<file path="src/rtl/mem_arbiter_if.sv">
// rtl/mem_arbiter_if.sv - fetch/LSB request, response and byte-RAM signals of the memory arbiter
interface mem_arbiter_if;
  logic        if_to_mc_enable;
  logic [31:0] if_to_mc_addr;
  logic        mc_to_if_done;
  logic [31:0] mc_to_if_val;

  logic        lsb_to_mc_enable;
  logic        lsb_to_mc_wr;
  logic [1:0]  lsb_to_mc_ls_type;
  logic [31:0] lsb_to_mc_addr;
  logic [31:0] lsb_to_mc_st_val;
  logic        mc_to_lsb_ld_done;
  logic        mc_to_lsb_st_done;
  logic [31:0] mc_to_lsb_ld_val;

  logic [7:0]  mem_din;
  logic [7:0]  mem_dout;
  logic [31:0] mem_a;
  logic        mem_wr;
  logic        io_buffer_full;

  modport master (
    input  if_to_mc_enable, if_to_mc_addr,
    input  lsb_to_mc_enable, lsb_to_mc_wr, lsb_to_mc_ls_type, lsb_to_mc_addr, lsb_to_mc_st_val,
    input  mem_din, io_buffer_full,
    output mc_to_if_done, mc_to_if_val,
    output mc_to_lsb_ld_done, mc_to_lsb_st_done, mc_to_lsb_ld_val,
    output mem_dout, mem_a, mem_wr
  );

  modport slave (
    output if_to_mc_enable, if_to_mc_addr,
    output lsb_to_mc_enable, lsb_to_mc_wr, lsb_to_mc_ls_type, lsb_to_mc_addr, lsb_to_mc_st_val,
    output mem_din, io_buffer_full,
    input  mc_to_if_done, mc_to_if_val,
    input  mc_to_lsb_ld_done, mc_to_lsb_st_done, mc_to_lsb_ld_val,
    input  mem_dout, mem_a, mem_wr
  );
endinterface

</file>
<file path="src/rtl/mem_arbiter.sv">
// rtl/mem_arbiter.sv - round-robin arbiter serialising fetch and load/store words onto a byte-wide RAM
module mem_arbiter #(
  parameter logic [31:0] IO_ADDR_BASE = 32'h30000
) (
  input  logic          clk,
  input  logic          rst,
  input  logic          rdy,
  input  logic          clr,
  mem_arbiter_if.master bus
);

  typedef enum logic [2:0] {IDLE, IF_READ, LS_READ, LS_WRITE, DONE} state_e;

  state_e      state_q;
  logic [1:0]  cnt_q;
  logic [1:0]  nlast_q;
  logic        rd_vld_q;
  logic        last_lsb_q;
  logic [31:0] data_q;
  logic [31:0] mem_a_q;
  logic [7:0]  mem_dout_q;
  logic        mem_wr_q;
  logic        if_done_q;
  logic        ld_done_q;
  logic        st_done_q;
  logic [31:0] if_val_q;
  logic [31:0] ld_val_q;

  logic        lsb_blocked;
  logic        if_elig;
  logic        lsb_elig;
  logic        pick_lsb;
  logic        rd_last;
  logic        more_addr;
  logic [1:0]  req_nlast;
  logic [1:0]  cnt_inc;
  logic [2:0]  issued;
  logic [31:0] rd_data_d;
  logic [7:0]  wr_byte_d;

  always_comb begin
    lsb_blocked = bus.lsb_to_mc_wr && (bus.lsb_to_mc_addr >= IO_ADDR_BASE) && bus.io_buffer_full;
    if_elig     = bus.if_to_mc_enable && !clr;
    // A flush kills speculative reads but a store is already committed.
    lsb_elig    = bus.lsb_to_mc_enable && !lsb_blocked && (!clr || bus.lsb_to_mc_wr);
    pick_lsb    = lsb_elig && (!if_elig || !last_lsb_q);
    case (bus.lsb_to_mc_ls_type)
      2'd0:    req_nlast = 2'd0;
      2'd1:    req_nlast = 2'd1;
      default: req_nlast = 2'd3;
    endcase
    cnt_inc   = cnt_q + 2'd1;
    // Reads run one cycle behind their address: issued = bytes addressed so far minus one.
    issued    = {1'b0, cnt_q} + {2'b00, rd_vld_q};
    more_addr = issued < {1'b0, nlast_q};
    rd_last   = rd_vld_q && (cnt_q == nlast_q);
    rd_data_d = data_q | ({24'd0, bus.mem_din} << {cnt_q, 3'b000});
    wr_byte_d = bus.lsb_to_mc_st_val[{cnt_inc, 3'b000} +: 8];
  end

  always_ff @(posedge clk) begin
    if (rst) begin
      state_q    <= IDLE;
      cnt_q      <= 2'd0;
      nlast_q    <= 2'd0;
      rd_vld_q   <= 1'b0;
      last_lsb_q <= 1'b0;
      data_q     <= 32'd0;
      mem_a_q    <= 32'd0;
      mem_dout_q <= 8'd0;
      mem_wr_q   <= 1'b0;
      if_done_q  <= 1'b0;
      ld_done_q  <= 1'b0;
      st_done_q  <= 1'b0;
      if_val_q   <= 32'd0;
      ld_val_q   <= 32'd0;
    end else if (rdy) begin
      if_done_q <= 1'b0;
      ld_done_q <= 1'b0;
      st_done_q <= 1'b0;
      unique case (state_q)
        IDLE: begin
          cnt_q    <= 2'd0;
          rd_vld_q <= 1'b0;
          if (pick_lsb) begin
            last_lsb_q <= 1'b1;
            mem_a_q    <= bus.lsb_to_mc_addr;
            nlast_q    <= req_nlast;
            data_q     <= 32'd0;
            if (bus.lsb_to_mc_wr) begin
              state_q    <= LS_WRITE;
              mem_wr_q   <= 1'b1;
              mem_dout_q <= bus.lsb_to_mc_st_val[7:0];
            end else begin
              state_q <= LS_READ;
            end
          end else if (if_elig) begin
            last_lsb_q <= 1'b0;
            mem_a_q    <= bus.if_to_mc_addr;
            nlast_q    <= 2'd3;
            data_q     <= 32'd0;
            state_q    <= IF_READ;
          end
        end
        IF_READ, LS_READ: begin
          if (clr) begin
            state_q  <= IDLE;
            cnt_q    <= 2'd0;
            rd_vld_q <= 1'b0;
            mem_a_q  <= 32'd0;
          end else begin
            rd_vld_q <= 1'b1;
            if (more_addr) mem_a_q <= mem_a_q + 32'd1;
            if (rd_vld_q) begin
              data_q <= rd_data_d;
              cnt_q  <= cnt_inc;
            end
            if (rd_last) begin
              state_q  <= DONE;
              cnt_q    <= 2'd0;
              rd_vld_q <= 1'b0;
              mem_a_q  <= 32'd0;
              if (state_q == IF_READ) begin
                if_done_q <= 1'b1;
                if_val_q  <= rd_data_d;
              end else begin
                ld_done_q <= 1'b1;
                ld_val_q  <= rd_data_d;
              end
            end
          end
        end
        LS_WRITE: begin
          if (cnt_q == nlast_q) begin
            state_q    <= DONE;
            cnt_q      <= 2'd0;
            mem_wr_q   <= 1'b0;
            mem_dout_q <= 8'd0;
            mem_a_q    <= 32'd0;
            st_done_q  <= 1'b1;
          end else begin
            cnt_q      <= cnt_inc;
            mem_a_q    <= mem_a_q + 32'd1;
            mem_dout_q <= wr_byte_d;
          end
        end
        DONE:    state_q <= IDLE;
        default: state_q <= IDLE;
      endcase
    end
  end

  assign bus.mem_a             = mem_a_q;
  assign bus.mem_dout          = mem_dout_q;
  assign bus.mem_wr            = mem_wr_q;
  assign bus.mc_to_if_done     = if_done_q;
  assign bus.mc_to_if_val      = if_val_q;
  assign bus.mc_to_lsb_ld_done = ld_done_q;
  assign bus.mc_to_lsb_st_done = st_done_q;
  assign bus.mc_to_lsb_ld_val  = ld_val_q;

endmodule

</file>
<file path="src/flat_wrapper.sv">
// flat-port wrapper written by rule: the top's interface ports become plain ports
module mem_arbiter_flat 
#(
  parameter logic [31:0] IO_ADDR_BASE = 32'h30000
)
  (clk, rst, rdy, clr, bus_if_to_mc_enable, bus_if_to_mc_addr, bus_lsb_to_mc_enable, bus_lsb_to_mc_wr, bus_lsb_to_mc_ls_type, bus_lsb_to_mc_addr, bus_lsb_to_mc_st_val, bus_mem_din, bus_io_buffer_full, bus_mc_to_if_done, bus_mc_to_if_val, bus_mc_to_lsb_ld_done, bus_mc_to_lsb_st_done, bus_mc_to_lsb_ld_val, bus_mem_dout, bus_mem_a, bus_mem_wr);
  mem_arbiter_if bus_i ();
  input  logic clk;
  input  logic rst;
  input  logic rdy;
  input  logic clr;
  input wire logic [$bits(bus_i.if_to_mc_enable)-1:0] bus_if_to_mc_enable;
  input wire logic [$bits(bus_i.if_to_mc_addr)-1:0] bus_if_to_mc_addr;
  input wire logic [$bits(bus_i.lsb_to_mc_enable)-1:0] bus_lsb_to_mc_enable;
  input wire logic [$bits(bus_i.lsb_to_mc_wr)-1:0] bus_lsb_to_mc_wr;
  input wire logic [$bits(bus_i.lsb_to_mc_ls_type)-1:0] bus_lsb_to_mc_ls_type;
  input wire logic [$bits(bus_i.lsb_to_mc_addr)-1:0] bus_lsb_to_mc_addr;
  input wire logic [$bits(bus_i.lsb_to_mc_st_val)-1:0] bus_lsb_to_mc_st_val;
  input wire logic [$bits(bus_i.mem_din)-1:0] bus_mem_din;
  input wire logic [$bits(bus_i.io_buffer_full)-1:0] bus_io_buffer_full;
  output wire logic [$bits(bus_i.mc_to_if_done)-1:0] bus_mc_to_if_done;
  output wire logic [$bits(bus_i.mc_to_if_val)-1:0] bus_mc_to_if_val;
  output wire logic [$bits(bus_i.mc_to_lsb_ld_done)-1:0] bus_mc_to_lsb_ld_done;
  output wire logic [$bits(bus_i.mc_to_lsb_st_done)-1:0] bus_mc_to_lsb_st_done;
  output wire logic [$bits(bus_i.mc_to_lsb_ld_val)-1:0] bus_mc_to_lsb_ld_val;
  output wire logic [$bits(bus_i.mem_dout)-1:0] bus_mem_dout;
  output wire logic [$bits(bus_i.mem_a)-1:0] bus_mem_a;
  output wire logic [$bits(bus_i.mem_wr)-1:0] bus_mem_wr;
  assign bus_i.if_to_mc_enable = bus_if_to_mc_enable;
  assign bus_i.if_to_mc_addr = bus_if_to_mc_addr;
  assign bus_i.lsb_to_mc_enable = bus_lsb_to_mc_enable;
  assign bus_i.lsb_to_mc_wr = bus_lsb_to_mc_wr;
  assign bus_i.lsb_to_mc_ls_type = bus_lsb_to_mc_ls_type;
  assign bus_i.lsb_to_mc_addr = bus_lsb_to_mc_addr;
  assign bus_i.lsb_to_mc_st_val = bus_lsb_to_mc_st_val;
  assign bus_i.mem_din = bus_mem_din;
  assign bus_i.io_buffer_full = bus_io_buffer_full;
  assign bus_mc_to_if_done = bus_i.mc_to_if_done;
  assign bus_mc_to_if_val = bus_i.mc_to_if_val;
  assign bus_mc_to_lsb_ld_done = bus_i.mc_to_lsb_ld_done;
  assign bus_mc_to_lsb_st_done = bus_i.mc_to_lsb_st_done;
  assign bus_mc_to_lsb_ld_val = bus_i.mc_to_lsb_ld_val;
  assign bus_mem_dout = bus_i.mem_dout;
  assign bus_mem_a = bus_i.mem_a;
  assign bus_mem_wr = bus_i.mem_wr;
  mem_arbiter #(.IO_ADDR_BASE(IO_ADDR_BASE)) u_core (.clk(clk), .rst(rst), .rdy(rdy), .clr(clr), .bus(bus_i));
endmodule
</file>
<file path="config.mk">
export PLATFORM = sky130hd
export DESIGN_NAME = mem_arbiter_flat
export DESIGN_NICKNAME = d
export VERILOG_FILES = /design/src/rtl/mem_arbiter_if.sv /design/src/rtl/mem_arbiter.sv /design/src/flat_wrapper.sv
export SDC_FILE = /design/constraint.sdc
export NUM_CORES = 1
export LEC_CHECK = 0
export BUFFER_PORTS_ARGS = -buffer_cell sky130_fd_sc_hd__buf_2
export CAP_MARGIN = 20
export CORE_MARGIN = 2
export CORE_UTILIZATION = 51
export DETAILED_ROUTE_END_ITERATION = 6
export GPL_ROUTABILITY_DRIVEN = 1
export PLACE_DENSITY = 0.8
export SLEW_MARGIN = 20
export SYNTH_ARGS = -nofsm -noshare
export SYNTH_HDL_FRONTEND = slang
export SYNTH_SLANG_ARGS = --single-unit
</file>
<file path="constraint.sdc">
create_clock -name clk -period 3.5 [get_ports clk]
set_input_delay 0.35 -clock clk [delete_from_list [all_inputs] [get_ports clk]]
set_output_delay 0.35 -clock clk [all_outputs]
set_load 0.01 [all_outputs]
</file>
==> reports/qor.csv, run 1 <==
stage,metric,value,unit
finish,layout-drive-gt1-share,28.0,%
synthesis,synthArstFlopShare,0,%
clocking,cts_hold_buf,0,
clocking,clockBufferDepth,2,
placed_design,dp_slack,0.463,ns
worst_setup_path,slowest_delay,0.59,ns
route,routedWlPerCell,17.0,µm
hold_path,hp-class,input pin to flip-flop,
timing,rsz0062_at_grt,no,
timing,fin_crit,2.82,ns
timing,tightest_slew,1.04,ns
synthesis,yosys_warnings,0,
die,dieHeight,121,µm
finish,fin_nets,1138,
worst_setup_path,critical_path.max_fanout,22,
finish,area_delta_synth_final,25.4,%
power_and_ir_drop,total_power,4240,µW
route,drtIter0Drc,656,
placed_design,place_congestion,0.923,
route,vias,7227,
timing,setup-violations-final,0,
route,drc,0,
outcome,status,finished clean,
clocking,post_cts_buffers,0,
route,drt-met1-wl,8590,µm
worst_setup_path,r2r_cells,7,
worst_setup_path,worstSetupPathType,flip-flop to flip-flop,
synthesis,netlist_top_cells_area,"dfxtp_1, a211oi_1, nor2_1",
power_and_ir_drop,power_density,484,nW/µm²
worst_setup_path,worst_ep_arrival_time,3.18,ns
clocking,cts_tree,done,
route,final_antenna_net_count,0,
worst_setup_path,crit_buf_inv,0,
synthesis,ys_seq_area_share,42.7,%
worst_setup_path,cp.required,3.86,ns
route,vias_per_cell,5.98,
finish,n_antenna_cell,0,
global_routing,globalRouteOverflowTotal,0,
worst_setup_path,start_kind,flip-flop,
route,top_layer,met4,
worst_setup_path,reg2reg_slack,0.68,ns
route,met2_length,9790,µm
timing,fin_crit_sh,80.5,%
clocking,clk_pin_slew,0.06,ns
die,die-area,14700,µm²
global_routing,grt_antenna_before_repair,0,
worst_setup_path,reg2reg_to,u_core.bus.mem_a[18],
synthesis,synth.top_cell.area_share,42.7,%
synthesis,postSynthAreaPerCell,8.37,µm²
global_routing,grt_pass1_wl,33000,µm
die,row_count,42,
die,core-area,13300,µm²
worst_setup_path,crit_path_cell_trace,ha_1 > fa_1 > a31oi_1 > nor3_1 > or4_4 > nor2_2 > a32o_1,
global_routing,grt_max_degree,65,
power_and_ir_drop,worst_ir_drop_vdd,0.366,mV
timing,slew_viol_final,0,
power_and_ir_drop,leakage,0.00347,µW
clocking,cts_sinks,149,
placed_design,port_buffers,221,
worst_setup_path,cp-endpoint,u_core.bus.mem_a[18],
timing,hold_viol,0,
clocking,clk_latency,0.42,ns
flow_run,drv_cap,0,
synthesis,synth_top_area_cell,dfxtp_1,
synthesis,syn-num-nets,953,
worst_setup_path,crit_start,u_core.rd_vld_q,
hold_path,hp-start,bus_lsb_to_mc_ls_type[1],
route,drt_wl_total,20600,µm
timing,fmax,355,MHz
placed_design,dpl-instance-area,8190,µm²
clocking,numCtsBuffers,17,
synthesis,synth-edff-count,0,
clocking,htree_levels,4,
timing,worst_slack,0.682,ns
route,drt_pre_antenna_iters,5,
die,die_w,121,µm
timing,finalSetupTns,0,ns
worst_setup_path,cp_top_family,simple AND/OR/NAND/NOR gates,
synthesis,yosys_most_used_dff,dfxtp_1,
finish,design_area,8760,µm²
placed_design,place_hpwl,14500,µm
worst_setup_path,path_depth,7,
synthesis,yosysUniqueCellTypes,58,
global_routing,grt.total_usage,28.0,%
global_routing,first_global_vias,6558,
synthesis,syn_area,6990,µm²
die,start_util,52.6,%
worst_setup_path,timing.rr.start,u_core.rd_vld_q,
clocking,cts_resized,0,
worst_setup_path,setup.worst_path.end_class,flip-flop,
clocking,cts_root_buf,clkbuf_16,
worst_setup_path,slowest_stage,or4_4,
timing,maxSlewHeadroom,29.8,%
synthesis,ys_seq_elements,149,
die,io_pins,222,
route,dr_wl_met3,1740,µm
synthesis,syn-instance-count,835,
timing,fin_worst_skew,0.00842,ns
[synthesized netlist by cell type (3+ instances only)]
| library cell | number |
|---|---|
| nor3b_1 | 3 |
| nand4_1 | 7 |
| o32ai_1 | 14 |
| or4_1 | 4 |
| nor2_1 | 130 |
| buf_4 | 3 |
| ha_1 | 3 |
| nor4_1 | 4 |
| o32a_1 | 7 |
| nand2_1 | 43 |
| a211oi_1 | 77 |
| and2_1 | 4 |
| inv_1 | 17 |
| a31oi_1 | 34 |
| a21oi_1 | 63 |
| and3_1 | 6 |
| or2_2 | 4 |
| dfxtp_1 | 149 |
| mux2i_1 | 31 |
| clkbuf_1 | 49 |
| nand3_1 | 21 |
| a22oi_1 | 8 |
| nand2b_1 | 3 |
| o21ai_0 | 40 |
| mux2_2 | 3 |
| nor3_1 | 21 |
| a21o_1 | 4 |
| clkbuf_2 | 8 |
| a32o_1 | 13 |
| o21ai_1 | 5 |
| o211ai_1 | 4 |
| o22ai_1 | 5 |
| buf_2 | 10 |
[power by group]
group | total (µW) | leakage [µW] | switching [µW] | internal, µW
clock | 1790 | 0.000274 | 769 | 1020
sequential | 1830 | 0.00121 | 73.3 | 1760
combinational | 622 | 0.00199 | 372 | 250
[sequential cells by signal (all words and copies together) (netlist names)]
| signal | count |
|---|---|
| u_core.last_lsb_q | 1 |
| u_core.bus.mem_wr | 1 |
| u_core.state_q | 3 |
| u_core.cnt_q | 2 |
| u_core.bus.mc_to_lsb_st_done | 1 |
| u_core.bus.mc_to_if_done | 1 |
| u_core.nlast_q | 2 |
| u_core.rd_vld_q | 1 |
| u_core.data_q | 32 |
| u_core.bus.mc_to_lsb_ld_val | 32 |
| u_core.bus.mc_to_lsb_ld_done | 1 |
| u_core.bus.mc_to_if_val | 32 |
| u_core.bus.mem_dout | 8 |
| u_core.bus.mem_a | 32 |
[worst min-delay path by stage]
stage                              to  slack, ns  cells after the start
floorplan            u_core.data_q[0]       0.44                      2
global placement    u_core.data_q[25]       0.45                      2
detailed placement   u_core.data_q[6]       0.46                      2
CTS                 u_core.nlast_q[1]       0.20                      3
global route        u_core.nlast_q[1]       0.20                      3
finish              u_core.nlast_q[1]       0.21                      3
[kinds of logic (layout without fill, tap and decap cells)]
kind of cell	after synthesis	count (layout)	share of synthesized area, %
compound gates	289	289	28.3
simple gates	264	264	17.3
flops	149	149	42.7
buf+inv	90	288	5.32
mux	34	34	4.92
fa+ha+maj	6	6	1.11
xor+xnor	3	3	0.376
[worst register-to-register path, stage by stage, from the launching register on]
cell	delay, ns
dfxtp_1	0.44
ha_1	0.25
fa_1	0.44
a31oi_1	0.21
nor3_1	0.13
or4_4	0.59
nor2_2	0.50
a32o_1	0.21
[final cells by class]
type                    count  area [µm²]
inverters                  18        67.6
well taps                 176         220
fillers                  1109        4530
clock inverters            13         134
clock buffers              19         443
multi-input cells         596        3650
flip-flops and latches    149        2980
repair buffers            238        1260
[routing by layer]
metal,vias to the layer above,track usage [%]
met2,321,43.8
met4,0,11.0
met5,-,0
met1,3393,36.7
li1,3481,-
met3,32,7.57
[metrics by stage]
stage / util [%] / std cells / hold slack [ns]
floorplan: - / 835 / 0.438
global placement: 61.6 / 1177 / 0.447
global route: 65.9 / 1209 / 0.204
detailed placement: 61.6 / 1177 / 0.455
CTS: 65.9 / 1209 / 0.202
finish: 65.9 / 1209 / 0.208
[cell usage in the layout (no fill, tap or decap), types with 21 or more instances in the layout]
master	synthesis	final
o21ai_0	40	40
nor3_1	21	21
mux2i_1	31	31
nor2_1	130	129
a211oi_1	77	77
a21oi_1	63	63
nand3_1	21	21
buf_2	10	220
a31oi_1	34	34
nand2_1	43	43
dfxtp_1	149	149
(Power assumes the default switching activity.)
==> run 2: changes to the inputs <==
--- a/config.mk
+++ b/config.mk
@@ -8,10 +8,10 @@
 export BUFFER_PORTS_ARGS = -buffer_cell sky130_fd_sc_hd__buf_2
 export CAP_MARGIN = 20
 export CORE_MARGIN = 2
-export CORE_UTILIZATION = 51
+export CORE_UTILIZATION = 46
 export DETAILED_ROUTE_END_ITERATION = 6
 export GPL_ROUTABILITY_DRIVEN = 1
-export PLACE_DENSITY = 0.8
+export PLACE_DENSITY = 0.76
 export SLEW_MARGIN = 20
 export SYNTH_ARGS = -nofsm -noshare
 export SYNTH_HDL_FRONTEND = slang
==> constraint.sdc (replaced) <==
create_clock -name clk -period 2.57 [get_ports clk]
set_input_delay 0.257 -clock clk [delete_from_list [all_inputs] [get_ports clk]]
set_output_delay 0.257 -clock clk [all_outputs]
set_load 0.01 [all_outputs]
==> run 2 against run 1 <==
  * Clock skew rose by 0.0016 ns
  * Highest routed layer unchanged
  * Largest cell class unchanged
  * Cell area increased by 4.1%
  * Clock power grew 36%
  * Sequential share of layout area down 1.3 points
  * Final cell count up 4.0%
  * Largest power group unchanged
  * Global-route usage down 0.99 points
  * Via count increased by 3.3%
  * Register-to-register slack worse by 0.60 ns
==> reports/qor.csv, run 2 (same netlist as run 1, synthesis figures left out) <==
stage,metric,value,unit,change
clocking,htree_levels,4,,unchanged
timing,fmax,403,MHz,+13%
worst_setup_path,reg2reg_slack,0.09,ns,-0.60 ns
timing,maxSlewHeadroom,58.9,%,+29 points
global_routing,globalRouteOverflowTotal,0,,unchanged
timing,fin_crit_sh,96.7,%,+16 points
power_and_ir_drop,switching_share,29.0,%,+0.37 points
hold_path,hp-class,input pin to flip-flop,,
timing,finalSetupTns,0,ns,unchanged
timing,setup-violations-final,0,,unchanged
timing,tightest_slew,0.610,ns,-0.432 ns
die,io_pins,222,,unchanged
power_and_ir_drop,p_clk_share,41.4,%,-0.8 points
route,drt_pre_antenna_iters,5,,unchanged
finish,nFillCells,1330,,+20%
power_and_ir_drop,worst_ir_drop_vdd,0.454,mV,+24%
worst_setup_path,crit_start,u_core.rd_vld_q,,
flow_run,drv_cap,0,,unchanged
power_and_ir_drop,leakage,0.00367,µW,+5.7%
die,core-area,15000,µm²,+13%
global_routing,grt.total_usage,27.0,%,-0.99 points
finish,final_common_cell,buf_2,,
placed_design,dp_cells,1222,,+3.8%
power_and_ir_drop,p_int,4180,µW,+38%
finish,final_cell_mix,"buf_2, dfxtp_1, nor2_1, a211oi_1, a21oi_1",,
route,drtIter0Drc,653,,-0.46%
die,die_w,127,µm,+5.1%
global_routing,first_global_vias,6843,,+4.3%
die,die-area,16200,µm²,+10%
die,row_count,45,,+7.1%
clocking,cts_root_buf,clkbuf_16,,
placed_design,place_hpwl,15700,µm,+8.5%
hold_path,hold_depth,2,,-1
clocking,cts_tree,done,,
finish,n_antenna_cell,0,,unchanged
worst_setup_path,critical_path.max_fanout,8,,-64%
power_and_ir_drop,seqPwrFrac,42.3,%,-0.9 points
worst_setup_path,setup.worst_path.end_class,flip-flop,,
clocking,cts_hold_buf,0,,unchanged
clocking,cts_sinks,149,,unchanged
global_routing,gr-usage-met3,7.62,%,+0.056 points
die,dieHeight,127,µm,+5.1%
global_routing,grt_use_met1,34.7,%,-2.0 points
worst_setup_path,worstSetupPathType,flip-flop to flip-flop,,
route,drt_wl_total,22200,µm,+7.9%
finish,fin_nets,1174,,+3.2%
route,routedWlPerCell,17.7,µm,+3.8%
clocking,clk_pin_slew,0.07,ns,about the same
global_routing,grt-busiest-layer,met2,,
placed_design,place_congestion,0.937,,+1.6%
power_and_ir_drop,combPwrFrac,16.3,%,+1.6 points
worst_setup_path,worst_ep_arrival_time,2.77,ns,-0.41 ns
placed_design,port_buffers,221,,unchanged
power_and_ir_drop,p_sw,1710,µW,+41%
outcome,status,finished clean,,
finish,layout-drive-gt1-share,31.0,%,+3.0 points
global_routing,met2_usage,42.6,%,-1.2 points
power_and_ir_drop,power_density,646,nW/µm²,+34%
worst_setup_path,cp.required,2.86,ns,-1.00 ns
worst_setup_path,start_kind,flip-flop,,
finish,area_delta_synth_final,30.6,%,
timing,hold_viol,0,,unchanged
timing,fin_crit,2.48,ns,-0.334 ns
route,vias_per_cell,5.94,,-0.68%
clocking,clockBufferDepth,2,,unchanged
hold_path,hold_end,u_core.bus.mem_a[15],,
timing,slew_viol_final,0,,unchanged
global_routing,grt_pass1_wl,34900,µm,+6.0%
route,vias,7463,,+3.3%
clocking,clk_latency,0.43,ns,about the same
timing,fin_worst_skew,0.0100,ns,+0.00161 ns
route,drc,0,,unchanged
hold_path,hp-start,rst,,
worst_setup_path,timing.rr.start,u_core.rd_vld_q,,
finish,layout.cells.non_filler,1257,,+4.0%
worst_setup_path,reg2reg_to,u_core.bus.mem_a[10],,
die,start_util,46.5,%,-6.1 points
worst_setup_path,r2r_cells,8,,+1
route,final_antenna_net_count,0,,unchanged
global_routing,grt_antenna_before_repair,0,,unchanged
global_routing,grt_max_degree,66,,+1.5%
clocking,numCtsBuffers,17,,unchanged
[run 2: what timing repair did]
| item | in CTS | in global routing |
|---|---|---|
| setup endpoints to repair | 0 | 3 |
| resized for setup | 0 | 7 |
| buffers inserted | 0 | 3 |
[run 2: metal layers]
metal / routed length, µm / vias to the layer above
li1: - / 3553
met1: 9290 / 3471
met2: 10100 / 377
met3: 2040 / 62
met4: 772 / 0
met5: 0 / -
[run 2: layout make-up]
cell class / instances / area [µm²] / area share, %
inverter: 18 / 67.6 / 0.741
sequential: 149 / 2980 / 32.7
clock buffer: 18 / 439 / 4.81
clock inverter: 14 / 139 / 1.52
tap: 188 / 235 / 2.58
timing repair buffer: 274 / 1570 / 17.2
multi-input combinational: 596 / 3690 / 40.4
[run 2: worst max-delay path: stages (launching register included)]
cell and delay [ns]:
dfxtp_1 0.32, ha_1 0.23, fa_1 0.46, a31oi_2 0.17
nor3_2 0.09, or4_4 0.64, buf_4 0.20, a21oi_1 0.15
o32ai_1 0.10
[run 2: power groups by stage]
stage / sequential [µW] / clock, µW / combinational, µW
after global routing: 2500 / 2570 / 1040
after detailed placement: 2540 / 0 / 923
after floorplan: 2540 / 0 / 531
final: 2490 / 2440 / 960
after CTS: 2490 / 2470 / 930
after global placement: 2540 / 0 / 914
[run 2: per-stage QoR]
stage	worst slack, ns	power (µW)	hold slack, ns	instance area (µm²)	utilization [%]
4_1_cts	0.114	5890	0.0573	9070	60.4
2_1_floorplan	-0.00754	3070	0.428	7000	-
3_5_place_dp	-0.115	3460	0.459	8500	56.5
6_report	0.0860	5890	0.0746	9120	60.7
5_1_grt	-0.0165	6120	0.0586	9120	60.7
3_3_place_gp	-0.0904	3450	0.447	8500	56.5
[run 2: worst max-delay path by stage]
stage                                 to  slack (ns)  cells past startpoint
global route        u_core.bus.mem_a[23]       -0.02                      8
global placement     u_core.bus.mem_a[8]       -0.09                      7
CTS                 u_core.bus.mem_a[10]        0.11                      8
finish              u_core.bus.mem_a[10]        0.09                      8
floorplan            u_core.bus.mem_a[8]      -0.008                      6
detailed placement   u_core.bus.mem_a[8]       -0.12                      7
